### config.mk
export PLATFORM = sky130hd
export DESIGN_NAME = mod_fifo_param
export DESIGN_NICKNAME = d
export VERILOG_FILES = /design/src/rtl/mod_fifo_pkg.sv /design/src/rtl/mod_fifo_ram.sv /design/src/rtl/mod_fifo_param.sv
export SDC_FILE = /design/constraint.sdc
export NUM_CORES = 1
export LEC_CHECK = 0
export ABC_AREA = 1
export BUFFER_PORTS_ARGS = -buffer_cell sky130_fd_sc_hd__buf_4
export CORE_MARGIN = 2
export CORE_UTILIZATION = 58
export DETAILED_ROUTE_END_ITERATION = 10
export GPL_ROUTABILITY_DRIVEN = 1
export PLACE_DENSITY = 0.8
export SETUP_SLACK_MARGIN = 0.5
export SYNTH_ARGS = -nofsm -noshare
export SYNTH_HDL_FRONTEND = slang
export SYNTH_HIERARCHICAL = 1
export SYNTH_SLANG_ARGS = --single-unit
### constraint.sdc
create_clock -name clk -period 10.6 [get_ports clk]
set_input_delay 0.53 -clock clk [delete_from_list [all_inputs] [get_ports clk]]
set_output_delay 0.53 -clock clk [all_outputs]
set_load 0.02 [all_outputs]
### src/rtl/mod_fifo_pkg.sv
// Shared sizing helpers and default parameters for the multi-channel elastic buffer.
package mod_fifo_pkg;

   localparam int DEF_WIDTH    = 8;
   localparam int DEF_CHANNELS = 4;
   localparam int DEF_DEPTH    = 4;

   // Occupancy counter width: must represent 0..depth inclusive.
   function automatic int cnt_w(input int depth);
      return $clog2(depth + 1);
   endfunction

   // Circular-buffer pointer width: indexes 0..depth-1.
   function automatic int ptr_w(input int depth);
      return $clog2(depth);
   endfunction

endpackage

### src/rtl/mod_fifo_ram.sv
// Entry storage for the elastic buffer: one synchronous write port, one
// asynchronous read port. No reset, so contents are undefined until written.
module mod_fifo_ram
   import mod_fifo_pkg::*;
#(
   parameter int WIDTH    = DEF_WIDTH,
   parameter int CHANNELS = DEF_CHANNELS,
   parameter int DEPTH    = DEF_DEPTH
) (
   input  logic                           clk,
   input  logic                           i_wr_en,
   input  logic [ptr_w(DEPTH)-1:0]        i_wr_addr,
   input  logic signed [WIDTH-1:0]        i_wr_data [CHANNELS],
   input  logic [ptr_w(DEPTH)-1:0]        i_rd_addr,
   output logic signed [WIDTH-1:0]        o_rd_data [CHANNELS]
);

   logic signed [WIDTH-1:0] r_mem [DEPTH][CHANNELS];

   // Whole-entry write; all channels of one entry land together.
   always_ff @(posedge clk) begin
      if (i_wr_en) begin
         r_mem[i_wr_addr] <= i_wr_data;
      end
   end

   assign o_rd_data = r_mem[i_rd_addr];

endmodule

### src/rtl/mod_fifo_param.sv
// Parametrised multi-channel elastic buffer with valid/ready on both sides and
// an optional drop-oldest overwrite mode. Storage lives in mod_fifo_ram; this
// level holds only pointers, occupancy, flags and handshake.
module mod_fifo_param
   import mod_fifo_pkg::*;
#(
   parameter int               WIDTH     = DEF_WIDTH,
   parameter int               CHANNELS  = DEF_CHANNELS,
   parameter int               DEPTH     = DEF_DEPTH,
   parameter bit               OVERWRITE = 1'b0,
   parameter logic [WIDTH-1:0] RESET_VAL = '0
) (
   input  logic                      clk,
   input  logic                      rst_n,
   input  logic                      flush,
   input  logic                      in_valid,
   output logic                      in_ready,
   input  logic signed [WIDTH-1:0]   data_in [CHANNELS],
   output logic                      out_valid,
   input  logic                      out_ready,
   output logic signed [WIDTH-1:0]   data_out [CHANNELS],
   output logic [cnt_w(DEPTH)-1:0]   count,
   output logic                      full,
   output logic                      empty,
   output logic                      overrun
);

   localparam int               PTR_W    = ptr_w(DEPTH);
   localparam int               CNT_W    = cnt_w(DEPTH);
   localparam logic [CNT_W-1:0] CNT_FULL = CNT_W'(DEPTH);

   logic [PTR_W-1:0]        r_wr_ptr;
   logic [PTR_W-1:0]        r_rd_ptr;
   logic [CNT_W-1:0]        r_count;
   logic                    r_full;
   logic                    r_empty;
   logic                    r_overrun;

   logic [PTR_W-1:0]        w_wr_ptr_nxt;
   logic [PTR_W-1:0]        w_rd_ptr_nxt;
   logic [CNT_W-1:0]        w_count_nxt;
   logic                    w_overrun_nxt;
   logic                    w_push;
   logic                    w_pop;
   logic                    w_drop;
   logic signed [WIDTH-1:0] w_rd_data [CHANNELS];

   // In back-pressure mode in_ready comes straight from the full register, so
   // there is no combinational path from out_ready to in_ready.
   if (OVERWRITE) begin : g_ready_ovw
      assign in_ready = 1'b1;
   end else begin : g_ready_bp
      assign in_ready = !r_full;
   end

   assign out_valid = !r_empty;
   assign w_push    = in_valid && in_ready;
   assign w_pop     = out_valid && out_ready;
   // Push into a full buffer without a pop: only reachable in overwrite mode.
   assign w_drop    = w_push && !w_pop && r_full;

   // Next pointer/occupancy; a drop advances the read pointer past the oldest entry.
   always_comb begin
      w_wr_ptr_nxt  = r_wr_ptr;
      w_rd_ptr_nxt  = r_rd_ptr;
      w_count_nxt   = r_count;
      w_overrun_nxt = r_overrun;
      if (w_push) begin
         w_wr_ptr_nxt = r_wr_ptr + PTR_W'(1);
      end
      if (w_pop || w_drop) begin
         w_rd_ptr_nxt = r_rd_ptr + PTR_W'(1);
      end
      if (w_push && !w_pop && !w_drop) begin
         w_count_nxt = r_count + CNT_W'(1);
      end else if (w_pop && !w_push) begin
         w_count_nxt = r_count - CNT_W'(1);
      end
      if (w_drop) begin
         w_overrun_nxt = 1'b1;
      end
   end

   // State registers; flags are derived from the next count so they move on
   // the same edge as the pointers.
   always_ff @(posedge clk or negedge rst_n) begin
      if (!rst_n) begin
         r_wr_ptr  <= '0;
         r_rd_ptr  <= '0;
         r_count   <= '0;
         r_full    <= 1'b0;
         r_empty   <= 1'b1;
         r_overrun <= 1'b0;
      end else if (flush) begin
         r_wr_ptr  <= '0;
         r_rd_ptr  <= '0;
         r_count   <= '0;
         r_full    <= 1'b0;
         r_empty   <= 1'b1;
         r_overrun <= 1'b0;
      end else begin
         r_wr_ptr  <= w_wr_ptr_nxt;
         r_rd_ptr  <= w_rd_ptr_nxt;
         r_count   <= w_count_nxt;
         r_full    <= (w_count_nxt == CNT_FULL);
         r_empty   <= (w_count_nxt == '0);
         r_overrun <= w_overrun_nxt;
      end
   end

   mod_fifo_ram #(
      .WIDTH    (WIDTH),
      .CHANNELS (CHANNELS),
      .DEPTH    (DEPTH)
   ) u_ram (
      .clk       (clk),
      .i_wr_en   (w_push && !flush),
      .i_wr_addr (r_wr_ptr),
      .i_wr_data (data_in),
      .i_rd_addr (r_rd_ptr),
      .o_rd_data (w_rd_data)
   );

   // Head entry when occupied, the reset pattern on every channel when empty.
   always_comb begin
      for (int c = 0; c < CHANNELS; c++) begin
         data_out[c] = r_empty ? RESET_VAL : w_rd_data[c];
      end
   end

   assign count   = r_count;
   assign full    = r_full;
   assign empty   = r_empty;
   assign overrun = r_overrun;

endmodule

==> metrics.csv, run 1 <==
stage,metric,value,unit
grt,GRT Util Overall,23.8,%
critical_path,worst path cell trace,"inv_2, nand2_1, nand3_1, nand2_1, inv_1, nor2_1, buf_4",
critical_path,crit path max fanout,64,
route,Vias,4362,
layout,"Core Util, Final",72.8,%
critical_path,critical path's most frequent cell,nand2_1,
critical_path,Worst Path Required,10.07,ns
grt,initial antenna violation count,0,
timing,Worst Tran Pin Value,1.09,ns
floorplan,CORE AREA,10400,um2
timing,count of final hold-check violations,0,
critical_path,startpoint types,flop,
clock_tree,H-Tree Depth,4,
route,Wirelength per Cell,14.9,um
floorplan,die width,108,um
route,Detailed Route WL,13.0,mm
synth,post-synthesis cell area,6260,um2
power,Seq pwr share,41.0,%
power,combinational share of power,18.9,%
clock_tree,worst skew pair latency,0.52,ns
timing,worst setup margin,7.63,ns
hold_path,Worst Hold Class,in -> reg,
floorplan,Die ar.,11600,um2
power,Clk network pwr share,40.2,%
layout,ANT cells,0,
place,post-DP HPWL,7.68,mm
route,post-DR vias/cell,4.99,
grt,GRT overflow,0,
run_status,status,"complete, no violations",
power,static leakage,3.69,nW
timing,f_max,0.336,GHz
clock_tree,Post-CTS Setup Inserts,0,
clock_tree,CTS tree,built,
synth,"Warnings, synthesis",6,
flow_run,max-cap violations,0,
route,Pre-antenna DRT Iters,5,
layout,area grow syn2layout,21.1,%
layout,number of nets in the layout,764,
clock_tree,root buffer selected by CTS,clkbuf_8,
power,Internal Power,1.15,mW
critical_path,"slowest stage delay, CP",0.76,ns
power,VDD IR-drop max,0.132,mV
place,I/O Buffers,76,
grt,largest net degree at the start of global routing,68,
critical_path,WS Path Type,reg -> out,
route,drt initial violations,300,
synth,synthesized flop and latch total,138,
critical_path,nature of the critical path endpoint,output pin,
grt,global-route wire length before repair,20.4,mm
floorplan,initial core utilization,60.1,%
layout,Fillers,705,
timing,"Slew Viols, Final",0,
timing,RSZ-0062 raised after global routing,false,
synth,post-synthesis sequential area ratio,65.4,%
synth,Syn Nets,681,
clock_tree,Clock Pin Slew Worst Setup and Hold Paths,0.06,ns
floorplan,# IOs,77,
critical_path,crit path DAT,2.44,ns
power,switching share of total power,27.0,%
place,GPL Wtd Cong,0.780,
place,Place WS,8.24,ns
floorplan,Row Count,37,
power,NetSw,427,uW
synth,number of library cell types mapped by synthesis,25,
timing,# setup viols final,0,
clock_tree,CTS sink cnt,138,
layout,share of cells above drive strength 1,18.4,%
route,Final ANT Viol Nets,0,
synth,"Avg Cell Area, Syn",9.75,um2
clock_tree,TritonCTS Buffers,17,
floorplan,Chip Height,108,um
timing,Sum Neg Setup Slack,0,ns
critical_path,"slowest stage cell, crit path",inv_2,
timing,"Period Utilization, post-route",28.0,%
route,drt drc,0,
clock_tree,clock tree buffer depth,2,
synth,Cells after Synth,642,
timing,Worst Skew,0.00805,ns
timing,minimum clock period,2.97,ns
power,Pwr Density,209,nW/um2
grt,vias in the first global route,4432,
timing,Slew HR,27.4,%
flip-flops by register name, indices dropped and copies added (netlist names):
signal	cells
u_ram/r_mem	128
count	3
r_rd_ptr	2
r_wr_ptr	2
empty	1
full	1
overrun	1
what timing repair did:
action                                 CTS  global route
endpoints found under the hold margin    9             0
gates resized for setup                  0             0
hold buffers                             1             0
cells by family (layout without fill, tap and decap cells):
family / count (synthesis) / after routing / synth area share [%]
XOR/XNOR: 2 / 2 / 0.280
buffers and inverters: 202 / 298 / 13.5
AND/OR/NAND/NOR: 294 / 294 / 20.0
AO/OA/AOI/OAI: 4 / 4 / 0.320
adder cells (fa/ha/maj): 2 / 2 / 0.400
flip-flops: 138 / 138 / 65.4
power by group through the flow:
stage	logic, mW	registers, mW	clock network [mW]
floorplan	0.201	0.646	0
global placement	0.284	0.658	0
detailed placement	0.294	0.659	0
CTS	0.299	0.648	0.646
global route	0.328	0.651	0.669
finish	0.298	0.648	0.636
per-layer routing:
| metal | share of wire, % | global-route usage (%) | up-vias |
|---|---|---|---|
| met3 | 6.2 | 6.90 | 14 |
| met4 | 1.0 | 9.07 | 0 |
| met2 | 53 | 42.5 | 169 |
| met5 | 0 | 0 | - |
| li1 | - | - | 2118 |
| met1 | 39 | 26.8 | 2061 |
synth_stat cells:
cell type    n  area (um2)
inv_1      174         653
nand2_1    171         642
edfxtp_1   128        3840
nand3_1     68         340
nor2_1      38         143
buf_2        9        45.0
dfrtp_1      9         225
buf_6        8        90.1
nand2_2      6        37.5
buf_4        4        30.0
nor3_1       4        20.0
clkbuf_1     3        11.3
inv_2        3        11.3
a21oi_1      2        10.0
ha_1         2        25.0
nor2_2       2        12.5
o21ai_0      2        10.0
xor2_1       2        17.5
dfstp_2      1        26.3
inv_4        1        6.26
nand2_4      1        11.3
nand3_2      1        10.0
nand3b_1     1        7.51
nor2_4       1        11.3
nor2_8       1        20.0
worst max-delay path: cells and delay by family, from the launching register on:
| kind | cells | cell delay (ns) |
|---|---|---|
| DFF | 1 | 0.41 |
| buffers and inverters | 3 | 1.04 |
| and+or+nand+nor | 4 | 0.45 |
cell type report:
cell class              count  area, um2  share of cell area (%)
clock buffers              17        414                    5.46
well taps                 136        170                    2.24
clock inverters            15        229                    3.02
multi-input cells         302       1340                    17.6
repair buffers             88        663                    8.75
inverters                 178        671                    8.85
flip-flops and latches    138       4100                    54.0
path summary, 6_finish.rpt:
| check | startpoint | slack [ns] | end | cells past startpoint |
|---|---|---|---|---|
| setup / recovery | r_rd_ptr[0] | 7.63 | data_out[9] | 7 |
| hold / removal | data_in[6] | 0.21 | u_ram/r_mem[1][6] | 1 |
| setup reg to reg | empty | 8.71 | full | 8 |
| hold reg to reg | overrun | 0.52 | overrun | 2 |
| max in group asynchronous | rst_n | 10.00 | empty | 2 |
| min in group asynchronous | rst_n | 0.38 | count[0] | 2 |
cell usage in the layout (no fill, tap or decap):
cell type	count
inv_1	174
nand2_1	171
edfxtp_1	128
buf_4	87
nand3_1	68
nor2_1	38
clkbuf_16	16
dfrtp_1	8
nand2_2	6
bufinv_16	6
clkinv_1	5
nor3_2	4
inv_2	3
nor2_2	2
xor2_1	2
o21ai_0	2
a21oi_1	2
ha_1	2
clkinv_4	2
nor2_4	1
inv_4	1
nand2_4	1
nor2_8	1
nand3_2	1
nand3b_1	1
clkbuf_8	1
clkinv_2	1
clkinvlp_4	1
dfstp_2	1
dlygate4sd3_1	1
dfrtp_2	1
stage by stage:
stage               hold slack (ns)  cells  area, um2  total power [mW]
floorplan                     0.234    642       6260             0.847
global placement              0.364    841       6930             0.941
detailed placement            0.369    841       6930             0.953
CTS                           0.181    874       7580              1.59
global route                  0.177    874       7580              1.65
finish                        0.207    874       7580              1.58
(Power assumes the default switching activity.)
==> inputs of run 2 (changes only) <==
- clock period: 10.6 -> 2.9 ns (I/O delays scaled with it)
==> run 2 against run 1 <==
  * Via count rose by 1.8%
  * Sequential cell count did not move
  * Total power rose to 3.4 times the previous value
  * Core utilization rose by 2.5 points
  * Clock skew barely moved
  * Worst hold slack got worse by 0.14 ns
  * Critical path depth did not move
  * Sequential share of layout area fell by 1.8 points
  * Register-to-register slack got worse by 7.7 ns
  * Clock power rose to 2.9 times the previous value
  * Final cell count rose by 4.1%
  * Worst setup slack got worse by 7.0 ns
  * Critical path type unchanged
  * Largest cell class unchanged
  * Largest power group unchanged
==> metrics.csv, run 2 (synthesized netlist as in run 1, its figures left out) <==
stage,metric,value,unit,change
run_status,status,"complete, no violations",,
critical_path,startpoint types,flop,,
power,Pwr Density,682,nW/um2,+230%
hold_path,Worst Hold Class,in -> reg,,
critical_path,Worst Path Buf+Inv,3,,unchanged
grt,vias in the first global route,4354,,-1.8%
floorplan,initial core utilization,60.1,%,unchanged
layout,fin cells,910,,+4.1%
timing,"Period Utilization, post-route",79.7,%,
timing,# setup viols final,0,,unchanged
critical_path,WS Path Type,reg -> out,,
floorplan,CORE AREA,10400,um2,unchanged
critical_path,worst path cell trace,"buf_4, nand2_1, nand3_1, nand2_1, inv_1, nor2_1, buf_4",,
critical_path,r2r startpoint,full,,
floorplan,Chip Height,108,um,unchanged
critical_path,nature of the critical path endpoint,output pin,,
route,drt initial violations,341,,+14%
timing,Slew HR,51.9,%,+25 points
layout,Final Instance Area,7850,um2,+3.5%
layout,ANT cells,0,,unchanged
grt,global-route wire length before repair,20.2,mm,-1.4%
layout,area grow syn2layout,25.3,%,
critical_path,worst r2r dst,u_ram/r_mem[3][7],,
floorplan,die width,108,um,unchanged
clock_tree,Clock Pin Slew Worst Setup and Hold Paths,0.06,ns,about the same
timing,Sum Neg Setup Slack,0,ns,unchanged
route,Pre-antenna DRT Iters,4,,-1
layout,Fillers,641,,-9.1%
floorplan,Row Count,37,,unchanged
grt,initial antenna violation count,0,,unchanged
route,post-DR vias/cell,4.88,,-2.3%
layout,"Core Util, Final",75.3,%,+2.5 points
critical_path,crit path DAT,2.17,ns,-0.27 ns
clock_tree,H-Tree Depth,4,,unchanged
place,placed cell count,844,,+0.36%
layout,Largest Register,u_ram/r_mem,,
critical_path,"slowest stage cell, crit path",buf_4,,
layout,max reg flops,128,,unchanged
grt,GRT overflow,0,,unchanged
clock_tree,root buffer selected by CTS,clkbuf_8,,
route,Wirelength per Cell,13.9,um,-6.9%
clock_tree,worst skew pair latency,0.52,ns,about the same
timing,f_max,0.433,GHz,
timing,minimum clock period,2.31,ns,
grt,GRT Util Overall,23.3,%,-0.48 points
critical_path,"slowest stage delay, CP",0.56,ns,-0.20 ns
place,GPL Wtd Cong,0.769,,-1.4%
timing,Worst Skew,0.00766,ns,-0.000399 ns
timing,Worst Tran Pin Value,0.721,ns,-0.368 ns
route,Vias,4439,,+1.8%
clock_tree,Post-CTS Setup Inserts,0,,unchanged
critical_path,CP top delay family,buffers and inverters,,
layout,"commonest non-fill, non-tap cell in the layout",inv_1,,
critical_path,Worst Path Required,2.76,ns,-7.31 ns
route,drt drc,0,,unchanged
route,Detailed Route WL,12.6,mm,-3.0%
power,static leakage,3.79,nW,+2.9%
layout,number of nets in the layout,802,,+5.0%
clock_tree,CTS tree,built,,
hold_path,hold path cells,4,,+3
timing,count of final hold-check violations,0,,unchanged
layout,share of cells above drive strength 1,18.0,%,-0.47 points
route,Final ANT Viol Nets,0,,unchanged
hold_path,Hold Path Sink,r_wr_ptr[0],,
hold_path,min-delay src,in_valid,,
flow_run,max-cap violations,0,,unchanged
clock_tree,CTS sink cnt,138,,unchanged
place,dpl cell area,6980,um2,+0.69%
clock_tree,TritonCTS Buffers,17,,unchanged
layout,highest-count cells in the layout ignoring fill and taps,"inv_1 (173), nand2_1 (171), edfxtp_1 (128)",,
critical_path,Reg2Reg Depth,6,,-2
grt,largest net degree at the start of global routing,68,,unchanged
timing,"Slew Viols, Final",0,,unchanged
timing,RSZ-0062 raised after global routing,true,,
critical_path,crit path max fanout,67,,+4.7%
place,post-DP HPWL,7.40,mm,-3.6%
floorplan,Die ar.,11600,um2,unchanged
floorplan,# IOs,77,,unchanged
power,VDD IR-drop max,0.638,mV,+380%
critical_path,r2r setup slk,1.03,ns,-7.68 ns
clock_tree,clock tree buffer depth,2,,unchanged
place,I/O Buffers,76,,unchanged
## run 2: cell count changes in the layout (fill, tap and decap cells not counted), sizes merged
cell	change
clkinvlp	+2
clkbuf	+2
dlygate4sd3	+35
bufinv	-5
inv	-1
buf	+3
## run 2: power breakdown
group	switching (mW)	internal, mW	total, mW	leakage (nW)
registers	0.0785	2.27	2.35	1.29
clock network	0.738	1.11	1.84	0.248
logic	0.723	0.441	1.16	2.25
total	1.54	3.81	5.35	3.79
## run 2: worst max path at each step
stage                              to  slack (ns)  cells past startpoint         from
detailed placement        data_out[0]        1.06                      7  r_rd_ptr[1]
floorplan           u_ram/r_mem[0][0]        0.33                      5         full
CTS                      data_out[11]        0.55                      8  r_rd_ptr[0]
global placement          data_out[1]        1.08                      7  r_rd_ptr[1]
finish                    data_out[9]        0.59                      7  r_rd_ptr[0]
global route              data_out[1]        0.49                      7  r_rd_ptr[0]
## run 2: stage by stage
step | total power [mW] | hold slack [ns] | worst slack, ns
finish | 5.35 | 0.0644 | 0.590
floorplan | 3.10 | -0.151 | 0.327
global placement | 3.47 | -0.0219 | 1.08
global route | 5.59 | 0.0665 | 0.495
detailed placement | 3.49 | -0.0172 | 1.06
CTS | 5.37 | 0.0314 | 0.552
## run 2: per-layer routing
metal / routed length [um] / part of all wire (%) / track usage, % / vias to the layer above
met3: 817 / 6.5 / 6.48 / 25
met1: 5120 / 41 / 28.5 / 2047
met4: 269 / 2.1 / 9.89 / 0
met5: 0 / 0 / 0 / -
met2: 6420 / 51 / 38.9 / 175
li1: - / - / - / 2192
## run 2: final cells by class
class	instances	area, um2	share of cell area [%]
sequential	138	4100	52.2
multi-input combinational	302	1360	17.4
timing repair buffer	126	1040	13.2
inverter	178	677	8.63
clock buffer	19	422	5.37
tap	136	170	2.17
clock inverter	11	82.6	1.05
## run 2: repair_timing
action | 4_1_cts | 5_1_grt
hold endpoints to repair | 146 | 0
hold buffers | 36 | 0
resized for setup | 1 | 2
setup endpoints to repair | 5 | 15
gates cloned | 0 | 0
## run 2: worst min-delay path: stages
cell and delay [ns]:
buf_4 0.09, inv_1 0.05, nor2_4 0.16, a21oi_1 0.09
